[src/rtl/tau_seq_pkg.sv]
// Shared types for the microcode sequencer: FSM state encoding and stack fault codes.
// Latency: n/a (types only).
// Backpressure: n/a.
package tau_seq_pkg;

    localparam int STATE_WIDTH = 3;

    typedef enum logic [STATE_WIDTH-1:0] {
        IDLE      = 3'd0,
        FETCH     = 3'd1,
        DECODE    = 3'd2,
        EXECUTE   = 3'd3,
        PC_UPDATE = 3'd4,
        HALTED    = 3'd5,
        FAULT     = 3'd6
    } seq_state_t;

    typedef enum logic [1:0] {
        FAULT_NONE = 2'b00,
        FAULT_OVF  = 2'b01,
        FAULT_UNF  = 2'b10
    } fault_code_t;

endpackage

[src/rtl/micro_return_stack.sv]
// Micro-subroutine return address LIFO, DEPTH entries of WIDTH bits.
// Latency: push/pop take effect at the next clock edge; data_out shows the top entry combinationally.
// Backpressure: full/empty are flags only; push when full or pop when empty is ignored (caller faults instead).
//
// Ports: clock, reset (async, active high), clear (sync, empties the stack),
//        push/pop (never both in one cycle), data_in, data_out (top of stack),
//        full, empty.
module micro_return_stack #(
    parameter int DEPTH = 4,
    parameter int WIDTH = 16
) (
    input  logic             clock,
    input  logic             reset,
    input  logic             clear,
    input  logic             push,
    input  logic             pop,
    input  logic [WIDTH-1:0] data_in,
    output logic [WIDTH-1:0] data_out,
    output logic             full,
    output logic             empty
);

    // Pointer counts 0..DEPTH, so it needs one more code than the entry index.
    localparam int PW = $clog2(DEPTH + 1);
    localparam int AW = (DEPTH > 1) ? $clog2(DEPTH) : 1;

    logic [PW-1:0]    sp;
    logic [WIDTH-1:0] mem [DEPTH];
    logic [AW-1:0]    wr_idx;
    logic [AW-1:0]    top_idx;

    assign wr_idx   = AW'(sp);
    assign top_idx  = AW'(sp - PW'(1));
    assign data_out = mem[top_idx];
    assign full     = (sp == PW'(DEPTH));
    assign empty    = (sp == '0);

    always_ff @(posedge clock or posedge reset) begin
        if (reset) begin
            sp <= '0;
        end else if (clear) begin
            sp <= '0;
        end else if (push && !full) begin
            sp <= sp + PW'(1);
        end else if (pop && !empty) begin
            sp <= sp - PW'(1);
        end
    end

    // Storage needs no reset: entries above the pointer are never read.
    always_ff @(posedge clock) begin
        if (push && !full && !clear) begin
            mem[wr_idx] <= data_in;
        end
    end

endmodule

[src/rtl/microcode_sequencer_n.sv]
// Instruction sequencer: fetch, decode/dispatch, microcode execution with branch/call/return, PC update.
// Latency: FETCH 1 cycle, DECODE 1 cycle, EXECUTE until instr_finish, PC_UPDATE 1 cycle.
// Backpressure: enable low freezes state, uaddr and stack, and forces all strobes inactive.
//
// Ports: clock, reset (async, active high), enable, halt_opcode, dispatch_address,
//        microcode controls (instr_finish, jump_flag, ucall, uret, ubranch,
//        branch_target, cond_sel, cond_polarity), flags;
//        outputs uaddr (registered), urom_read_enable, pc_enable, pc_load_n (active low),
//        halted, fault, fault_code, state_out.
module microcode_sequencer_n
    import tau_seq_pkg::*;
#(
    parameter int UADDR_WIDTH    = 16,
    parameter int FLAG_WIDTH     = 8,
    parameter int STACK_DEPTH    = 4,
    parameter int COND_SEL_WIDTH = $clog2(FLAG_WIDTH)
) (
    input  logic                      clock,
    input  logic                      reset,
    input  logic                      enable,
    input  logic                      halt_opcode,
    input  logic [UADDR_WIDTH-1:0]    dispatch_address,
    input  logic                      instr_finish,
    input  logic                      jump_flag,
    input  logic                      ucall,
    input  logic                      uret,
    input  logic                      ubranch,
    input  logic [UADDR_WIDTH-1:0]    branch_target,
    input  logic [COND_SEL_WIDTH-1:0] cond_sel,
    input  logic                      cond_polarity,
    input  logic [FLAG_WIDTH-1:0]     flags,
    output logic [UADDR_WIDTH-1:0]    uaddr,
    output logic                      urom_read_enable,
    output logic                      pc_enable,
    output logic                      pc_load_n,
    output logic                      halted,
    output logic                      fault,
    output logic [1:0]                fault_code,
    output logic [STATE_WIDTH-1:0]    state_out
);

    seq_state_t             state_q, state_d;
    logic [UADDR_WIDTH-1:0] uaddr_q, uaddr_d;
    logic                   jump_q, jump_d;
    fault_code_t            fault_code_q, fault_code_d;

    logic                   stk_clear, stk_push, stk_pop;
    logic                   stk_full, stk_empty;
    logic [UADDR_WIDTH-1:0] stk_top;
    logic [UADDR_WIDTH-1:0] uaddr_inc;
    logic                   flag_bit;
    logic                   branch_taken;

    assign uaddr_inc = uaddr_q + UADDR_WIDTH'(1);

    // A select beyond the flag vector reads as a cleared flag.
    always_comb begin
        flag_bit = 1'b0;
        if (int'(cond_sel) < FLAG_WIDTH) begin
            flag_bit = flags[cond_sel];
        end
    end

    assign branch_taken = (flag_bit == cond_polarity);

    micro_return_stack #(
        .DEPTH (STACK_DEPTH),
        .WIDTH (UADDR_WIDTH)
    ) u_stack (
        .clock    (clock),
        .reset    (reset),
        .clear    (stk_clear),
        .push     (stk_push),
        .pop      (stk_pop),
        .data_in  (uaddr_inc),
        .data_out (stk_top),
        .full     (stk_full),
        .empty    (stk_empty)
    );

    always_ff @(posedge clock or posedge reset) begin
        if (reset) begin
            state_q      <= IDLE;
            uaddr_q      <= '0;
            jump_q       <= 1'b0;
            fault_code_q <= FAULT_NONE;
        end else begin
            state_q      <= state_d;
            uaddr_q      <= uaddr_d;
            jump_q       <= jump_d;
            fault_code_q <= fault_code_d;
        end
    end

    always_comb begin
        state_d      = state_q;
        uaddr_d      = uaddr_q;
        jump_d       = jump_q;
        fault_code_d = fault_code_q;
        stk_clear    = 1'b0;
        stk_push     = 1'b0;
        stk_pop      = 1'b0;

        if (enable) begin
            case (state_q)
                IDLE:  state_d = FETCH;
                FETCH: state_d = DECODE;
                DECODE: begin
                    if (halt_opcode) begin
                        state_d = HALTED;
                    end else begin
                        uaddr_d   = dispatch_address;
                        stk_clear = 1'b1;
                        state_d   = EXECUTE;
                    end
                end
                EXECUTE: begin
                    // Priority chain: finish > return > call > branch > increment.
                    if (instr_finish) begin
                        jump_d  = jump_flag;
                        state_d = PC_UPDATE;
                    end else if (uret) begin
                        if (stk_empty) begin
                            fault_code_d = FAULT_UNF;
                            state_d      = FAULT;
                        end else begin
                            stk_pop = 1'b1;
                            uaddr_d = stk_top;
                        end
                    end else if (ucall) begin
                        if (stk_full) begin
                            fault_code_d = FAULT_OVF;
                            state_d      = FAULT;
                        end else begin
                            stk_push = 1'b1;
                            uaddr_d  = branch_target;
                        end
                    end else if (ubranch && branch_taken) begin
                        uaddr_d = branch_target;
                    end else begin
                        uaddr_d = uaddr_inc;
                    end
                end
                PC_UPDATE: state_d = FETCH;
                default: ; // HALTED and FAULT are left only through reset
            endcase
        end
    end

    // Strobes come straight from registered state and the latched jump bit,
    // gated only by enable, so each is one clean cycle wide.
    assign urom_read_enable = enable && (state_q == EXECUTE);
    assign pc_enable        = enable && (state_q == PC_UPDATE) && !jump_q;
    assign pc_load_n        = !(enable && (state_q == PC_UPDATE) && jump_q);
    assign halted           = (state_q == HALTED);
    assign fault            = (state_q == FAULT);
    assign fault_code       = fault_code_q;
    assign state_out        = state_q;
    assign uaddr            = uaddr_q;

endmodule

[config.mk]
export PLATFORM = sky130hd
export DESIGN_NAME = microcode_sequencer_n
export DESIGN_NICKNAME = d
export VERILOG_FILES = /design/src/rtl/tau_seq_pkg.sv /design/src/rtl/micro_return_stack.sv /design/src/rtl/microcode_sequencer_n.sv
export SDC_FILE = /design/constraint.sdc
export NUM_CORES = 1
export LEC_CHECK = 0
export CAP_MARGIN = 15
export CORE_MARGIN = 10
export CORE_UTILIZATION = 48
export CTS_BUF_LIST = sky130_fd_sc_hd__clkbuf_4 sky130_fd_sc_hd__clkbuf_8 sky130_fd_sc_hd__clkbuf_16
export DETAILED_ROUTE_END_ITERATION = 8
export PLACE_DENSITY = 0.76
export SLEW_MARGIN = 40
export SYNTH_ARGS = -nofsm -noshare
export SYNTH_HDL_FRONTEND = slang
export SYNTH_SLANG_ARGS = --single-unit
[constraint.sdc]
create_clock -name clock -period 2.7 [get_ports clock]
set_input_delay 0.54 -clock clock [delete_from_list [all_inputs] [get_ports clock]]
set_output_delay 0.54 -clock clock [all_outputs]
set_load 0.02 [all_outputs]
### Word level (Yosys, flattened, before mapping)

Memory sizes are Yosys's and may differ from the RTL's.
Cells that the tools add are included.

| operators by class | value |
|---|---|
| div/mod/pow operators | 0 |
| reductions and logical operators | 25 |
| $add $sub $neg | 3 |
| multipliers | 0 |
| eq/ne operators | 16 |
| bitwise operators | 1 |
| shifts and indexed selects | 0 |
| magnitude comparators | 1 |
| multiplexer cells | 40 |

Operator list:

| cell | number |
|---|---|
| 2-to-1 mux 16 bit | 7 |
| case mux 16 bit (2 select lines) | 1 |
| 2-to-1 mux 3 bit | 9 |
| 2-to-1 mux 1 bit | 17 |
| adder 16 x 1 -> 16 bit (second input constant) | 1 |
| == test 3 bit (second input constant) | 4 |
| case mux 3 bit (4 select lines) | 1 |
| AND reduction 6 bit | 2 |
| logical AND 1 bit | 8 |
| 2-to-1 mux 2 bit | 4 |
| != test 4 x 3 -> 1 bit (second input constant) | 2 |
| != test 4 bit (second input constant) | 2 |
| == test 3 x 2 -> 1 bit (second input constant) | 2 |
| logical NOT 3 bit | 2 |
| nonzero test 2 bit | 3 |
| logical NOT 1 bit | 5 |
| AND reduction 5 bit | 1 |
| less-than comparator 3 x 4 -> 1 bit (second input constant) | 1 |
| != test 2 bit (second input constant) | 2 |
| nonzero test 4 bit | 1 |
| adder 3 x 1 -> 3 bit (second input constant) | 1 |
| binary-select mux 1 bit (select 3 bit) | 1 |
| == test 3 x 1 -> 1 bit (second input constant) | 1 |
| != test 3 bit (second input constant) | 1 |
| 7 further kinds | 7 |

| word-level totals | value |
|---|---|
| bits in read-only memories | 0 |
| logic and storage cells | 92 |
| flip-flop bits (word level) | 25 |
| memories kept | 1 |
| output and inout bits | 26 |
| input port bits | 53 |
| bits in writable memories | 64 |
| latch bits | 0 |

Memory list:

| name | depth | bits a word | read ports | clocked after memory_dff | wr ports | line | RTL |
|---|---|---|---|---|---|---|---|
| u_stack.mem | 4 | 16 | 1 | 0 | 1 | micro_return_stack.sv:28 | `logic [WIDTH-1:0] mem [DEPTH];` |

### Depth between registers and ports, before layout

| depth | value |
|---|---|
| depth in word-level cells | 11 |
| mapped depth | 11 |
| mapped depth without buffers | 7 |

### By module

A second synthesis with hierarchy kept.

| unflattened totals | value |
|---|---|
| cell total of the unflattened synthesis | 379 |
| area, all modules | 4,738.3 sq um |

Modules (own cells, without submodules):

| module | sequential area each (sq um) | area an instance (sq um) | cells each | times used |
|---|---|---|---|---|
| micro_return_stack | 1,996.9 | 2,685.1 | 119 | 1 |
| microcode_sequencer_n | 550.5 | 2,053.2 | 260 | 1 |

### Least setup slack after synthesis

No wires, ideal clock.

| timing path | value |
|---|---|
| kind | reg2reg |
| from | reg u_stack.sp[0] |
| to | mem u_stack.mem[0][0], enable pin |
| setup time | 374 ps |
| clock period less this slack | 2,596 ps |
| path slack | 104 ps |
| data arrival time | 2,222 ps |
| path buffers | 2 |
| cell stages (with the launch flop) | 8 |
| data required time | 2,326 ps |
| cells stage by stage | dfrtp_1 buf_2 buf_4 inv_1 ha_1 a21bo_2 nor4_4 and2_1 |

| on the way | value |
|---|---|
| word-level cells in the longest chain between the ends | 11 |
| elaborated cells on any way between the ends | 12 |
| those cells by class | eq/ne: 1; mux: 8; reduce/logical: 3 |

Ends and longest elaborated chain:

| item | line | RTL |
|---|---|---|
| start: declaration | micro_return_stack.sv:27 | `logic [PW-1:0] sp;` |
| start signal: assignment | micro_return_stack.sv:44 | `sp <= sp + PW'(1);` |
| start signal: assignment | micro_return_stack.sv:46 | `sp <= sp - PW'(1);` |
| == test 3 bit | micro_return_stack.sv:35 | `assign full = (sp == PW'(DEPTH));` |
| 2-to-1 mux 1 bit | microcode_sequencer_n.sv:131 | `if (stk_full) begin` |
| 2-to-1 mux 1 bit | microcode_sequencer_n.sv:130 | `end else if (ucall) begin` |
| 2-to-1 mux 1 bit | microcode_sequencer_n.sv:122 | `end else if (uret) begin` |
| 2-to-1 mux 1 bit | microcode_sequencer_n.sv:119 | `if (instr_finish) begin` |
| 2-to-1 mux 1 bit | microcode_sequencer_n.sv:105 | `case (state_q)` |
| 2-to-1 mux 1 bit | microcode_sequencer_n.sv:104 | `if (enable) begin` |
| logical AND 1 bit (2 in a row) | micro_return_stack.sv:52 | `if (push && !full && !clear) begin` |
| 2-to-1 mux 1 bit | micro_return_stack.sv:52 |  |
| 2-to-1 mux 1 bit (not written as such) | micro_return_stack.sv:53 | `mem[wr_idx] <= data_in;` |
| end: declaration | micro_return_stack.sv:28 |  |

Several ways; a longest one is shown, not always the timed one.

### Worst setup path in the final report

| timing path | value |
|---|---|
| from | in enable |
| to | out urom_read_enable |

| on the way | value |
|---|---|
| word-level cells in the longest chain between the ends | 1 |

Ends and longest elaborated chain:

| item | line | RTL |
|---|---|---|
| start: declaration | microcode_sequencer_n.sv:20 | `input logic enable,` |
| logical AND 1 bit | microcode_sequencer_n.sv:152 | `assign urom_read_enable = enable && (state_q == EXECUTE);` |
| end: declaration | microcode_sequencer_n.sv:33 | `output logic urom_read_enable,` |

No other way between the ends.

==> flow_summary_export.csv <==
group,metric,value,unit
routing,dr.pass1.iters,4,
clock_network,cts.path.max_buffers,2,
synthesis,async_reset_ff_frac,0.281,
clock_network,cts_hold_buf,0,
min_path,min_path_type,"flip-flop to flip-flop",
synthesis,seq_area_frac_synth,0.534,
finish,finalNonFillerCells,601,
floorplan,die-area,14300,µm²
global_route,grt_max_degree,33,
clock_network,h-tree-depth,3,
synthesis,synthesis.nets,431,
clock_network,insertion_delay,0.35,ns
power,swShare,0.370,
routing,detailed_route_iter0_violations,357,
setup_path,critPathLaunchType,"input port",
power,power.combinational.fraction,0.426,
global_route,grt_pass1_wl,20700,µm
status,result_of_the_run,"completed",
floorplan,width_of_the_chip,120,µm
finish,insertedDiodeCount,0,
global_route,global_route.overflow_total,0,
setup_path,crit_path_cell_trace,"clkdlybuf4s50_1 > buf_4 > nand4b_4 > inv_1 > clkdlybuf4s50_1",
timing,max_freq,0.391,GHz
setup_path,critical-path-top-cell-by-count,"clkdlybuf4s50_1",
timing,min_clock_period_post_route,2.56,ns
finish,layout.nets,522,
synthesis,ys_warn_count,0,
synthesis,synth.cell_area,4770,µm²
setup_path,timing_worst_setup_path_type,"input port to output port",
synthesis,postSynthRegisterBits,89,
global_route,grt.total_usage,0.181,
routing,vias,3528,
finish,final_layout_size_suffix_gt1_frac,0.177,
timing,unrepaired_setup_endpoints_after_global_routing,"false",
power,clock_power_share,0.189,
finish,layout-area-overhead-vs-synth,27.7,%
timing,finalSetupViolCount,0,
power,p_sw,2.02,mW
timing,final-hold-violation-count,0,
setup_path,cp.required,2.16,ns
clock_network,cts_inserted_buffers,9,
synthesis,synthCells,372,
global_route,first_global_vias,3738,
finish,mostFrequentLayoutCells,"clkdlybuf4s50_1 (77), edfxtp_1 (64), nor2_1 (37)",
clock_network,clk_pin_slew_worst_paths,0.09,ns
routing,drt.antenna.violating_nets,0,
floorplan,die_height,120,µm
synthesis,syn-mean-instance-area,12.8,µm²
setup_path,endpoint_kind,"output port",
synthesis,edff_count_synth,64,
placement,place_inst,585,
clock_network,tritoncts,"yes",
clock_network,tritoncts_num_sinks,89,
global_route,grt_antenna_before_repair,0,
power,peak_vdd_ir,0.000604,V
floorplan,start_util,0.490,
synthesis,synth.lib_cells_used.distinct,54,
timing,finalSetupTns,0,ns
routing,detail_route.drc_violations,0,
finish,finalCoreUtilization,0.626,
setup_path,timing.critical_path.slowest_cell_delay,0.61,ns
timing,clock-skew-final,0.0108,ns
power,sequentialPowerShare,0.384,
timing,timing_worst_slew_pin_value,0.510,ns
placement,count_of_buffers_inserted_at_the_top_level_ports,78,
timing,slew_violations,0,
setup_path,crit_path_top_delay_cell,"clkdlybuf4s50_1",
routing,wl_per_cell,21.0,µm
power,internal_power,3.43,mW
floorplan,fp-row-count,36,
power,powerDensity,895,nW/µm²
placement,dp.final_hpwl,8650,µm
floorplan,core_area,9730,µm²
routing,vias_per_cell,5.87,
timing,layout_worst_path_cycle_share,0.948,
job,drv_cap,0,
routing,postRouteWirelength,12600,µm
setup_path,timing.critical_path.fanout_max,4,
placement,last_weighted_congestion_value_of_the_routability_driven_placer,0.848,
setup_path,critical_path_arrival,2.02,ns
finish,layout.cells.most_common,"clkdlybuf4s50_1",
floorplan,io_pins,79,
timing,slew_hr,0.658,
synthesis,ys_dominant_reg_cell,"edfxtp_1",
clock_network,cts_root_buf,"clkbuf_8",
power,power.static_leakage,2.19,nW
==> registers in the layout (all words and copies together), names as in the netlist <==
name	count
uaddr	16
state_out	3
fault_code	2
u_stack.mem	64
jump_q	1
u_stack.sp	3
==> final cells by class <==
| cell class | count | area, µm² |
|---|---|---|
| clock buffers | 12 | 153 |
| multi-input cells | 252 | 2060 |
| clock inverters | 4 | 77.6 |
| repair buffers | 100 | 1040 |
| flip-flops and latches | 89 | 2550 |
| inverters | 11 | 41.3 |
| fillers | 785 | 3640 |
| well taps | 133 | 166 |
==> cell usage after synthesis, types with 8 or more instances <==
cell	n	area, µm²
mux4_2	16	360
nor4_2	9	113
mux2i_1	15	150
nand4_1	20	125
nand2_1	26	97.6
xnor2_1	8	70.1
inv_1	11	41.3
clkbuf_1	11	41.3
dfrtp_1	25	626
o21ai_0	17	85.1
nor3_1	9	45.0
a21oi_1	9	45.0
edfxtp_1	64	1920
a211oi_2	10	125
nor2_1	37	139
==> metal layers <==
metal	GRT usage	vias up	routed length (µm)
met3	0.0502	9	1120
met5	0	-	0
met2	0.292	167	6150
met4	0.0490	0	114
li1	-	1612	-
met1	0.235	1740	5240
==> kinds of logic after synthesis <==
kind of cell               after synthesis  synth area share
xor gates and xnor gates                14            0.0257
buffers and inverters                   31            0.0333
adders and majority gates                6            0.0157
DFF                                     89             0.534
muxes                                   39             0.135
and+or+nand+nor                        136             0.165
AOI/OAI and AO/OA                       57            0.0900
==> power groups by stage <==
stage / sequential (mW) / combinational, mW / clock (mW)
CTS: 2.08 / 2.34 / 1.04
global placement: 2.10 / 2.27 / 0
detailed placement: 2.11 / 2.33 / 0
finish: 2.09 / 2.32 / 1.03
floorplan: 2.15 / 1.41 / 0
global route: 2.12 / 2.53 / 1.11
==> worst max-delay path: cells and delay by family <==
kind | cells | cell delay, ns
AND/OR/NAND/NOR | 1 | 0.14
buffers and inverters | 4 | 1.34
==> worst paths after layout <==
kind                                    endpoint  cells after the start  slack (ns)           from
worst max-delay path            urom_read_enable                      5        0.14         enable
worst min-delay path                      jump_q                      1        0.54         jump_q
worst max register to register          uaddr[4]                      8        0.57  u_stack.sp[1]
worst min register to register            jump_q                      1        0.54         jump_q
max in group asynchronous              uaddr[14]                      3        1.86          reset
min in group asynchronous           state_out[0]                      3        0.56          reset
==> through the flow <==
stage,area [µm²],total power [mW],setup WS (ns),hold slack (ns)
2_1_floorplan,4770,3.56,0.104,0.495
3_3_place_gp,5850,4.37,-0.0309,0.507
3_5_place_dp,5850,4.44,-0.0596,0.522
4_1_cts,6080,5.47,0.0436,0.542
5_1_grt,6090,5.76,0.0796,0.579
6_report,6090,5.45,0.140,0.539
==> timing repair <==
action	in CTS	in global routing
resized for setup	0	1
buffers inserted	0	0
endpoints found under the setup margin	0	1
Note: power is estimated with default switching activity, not from simulation.
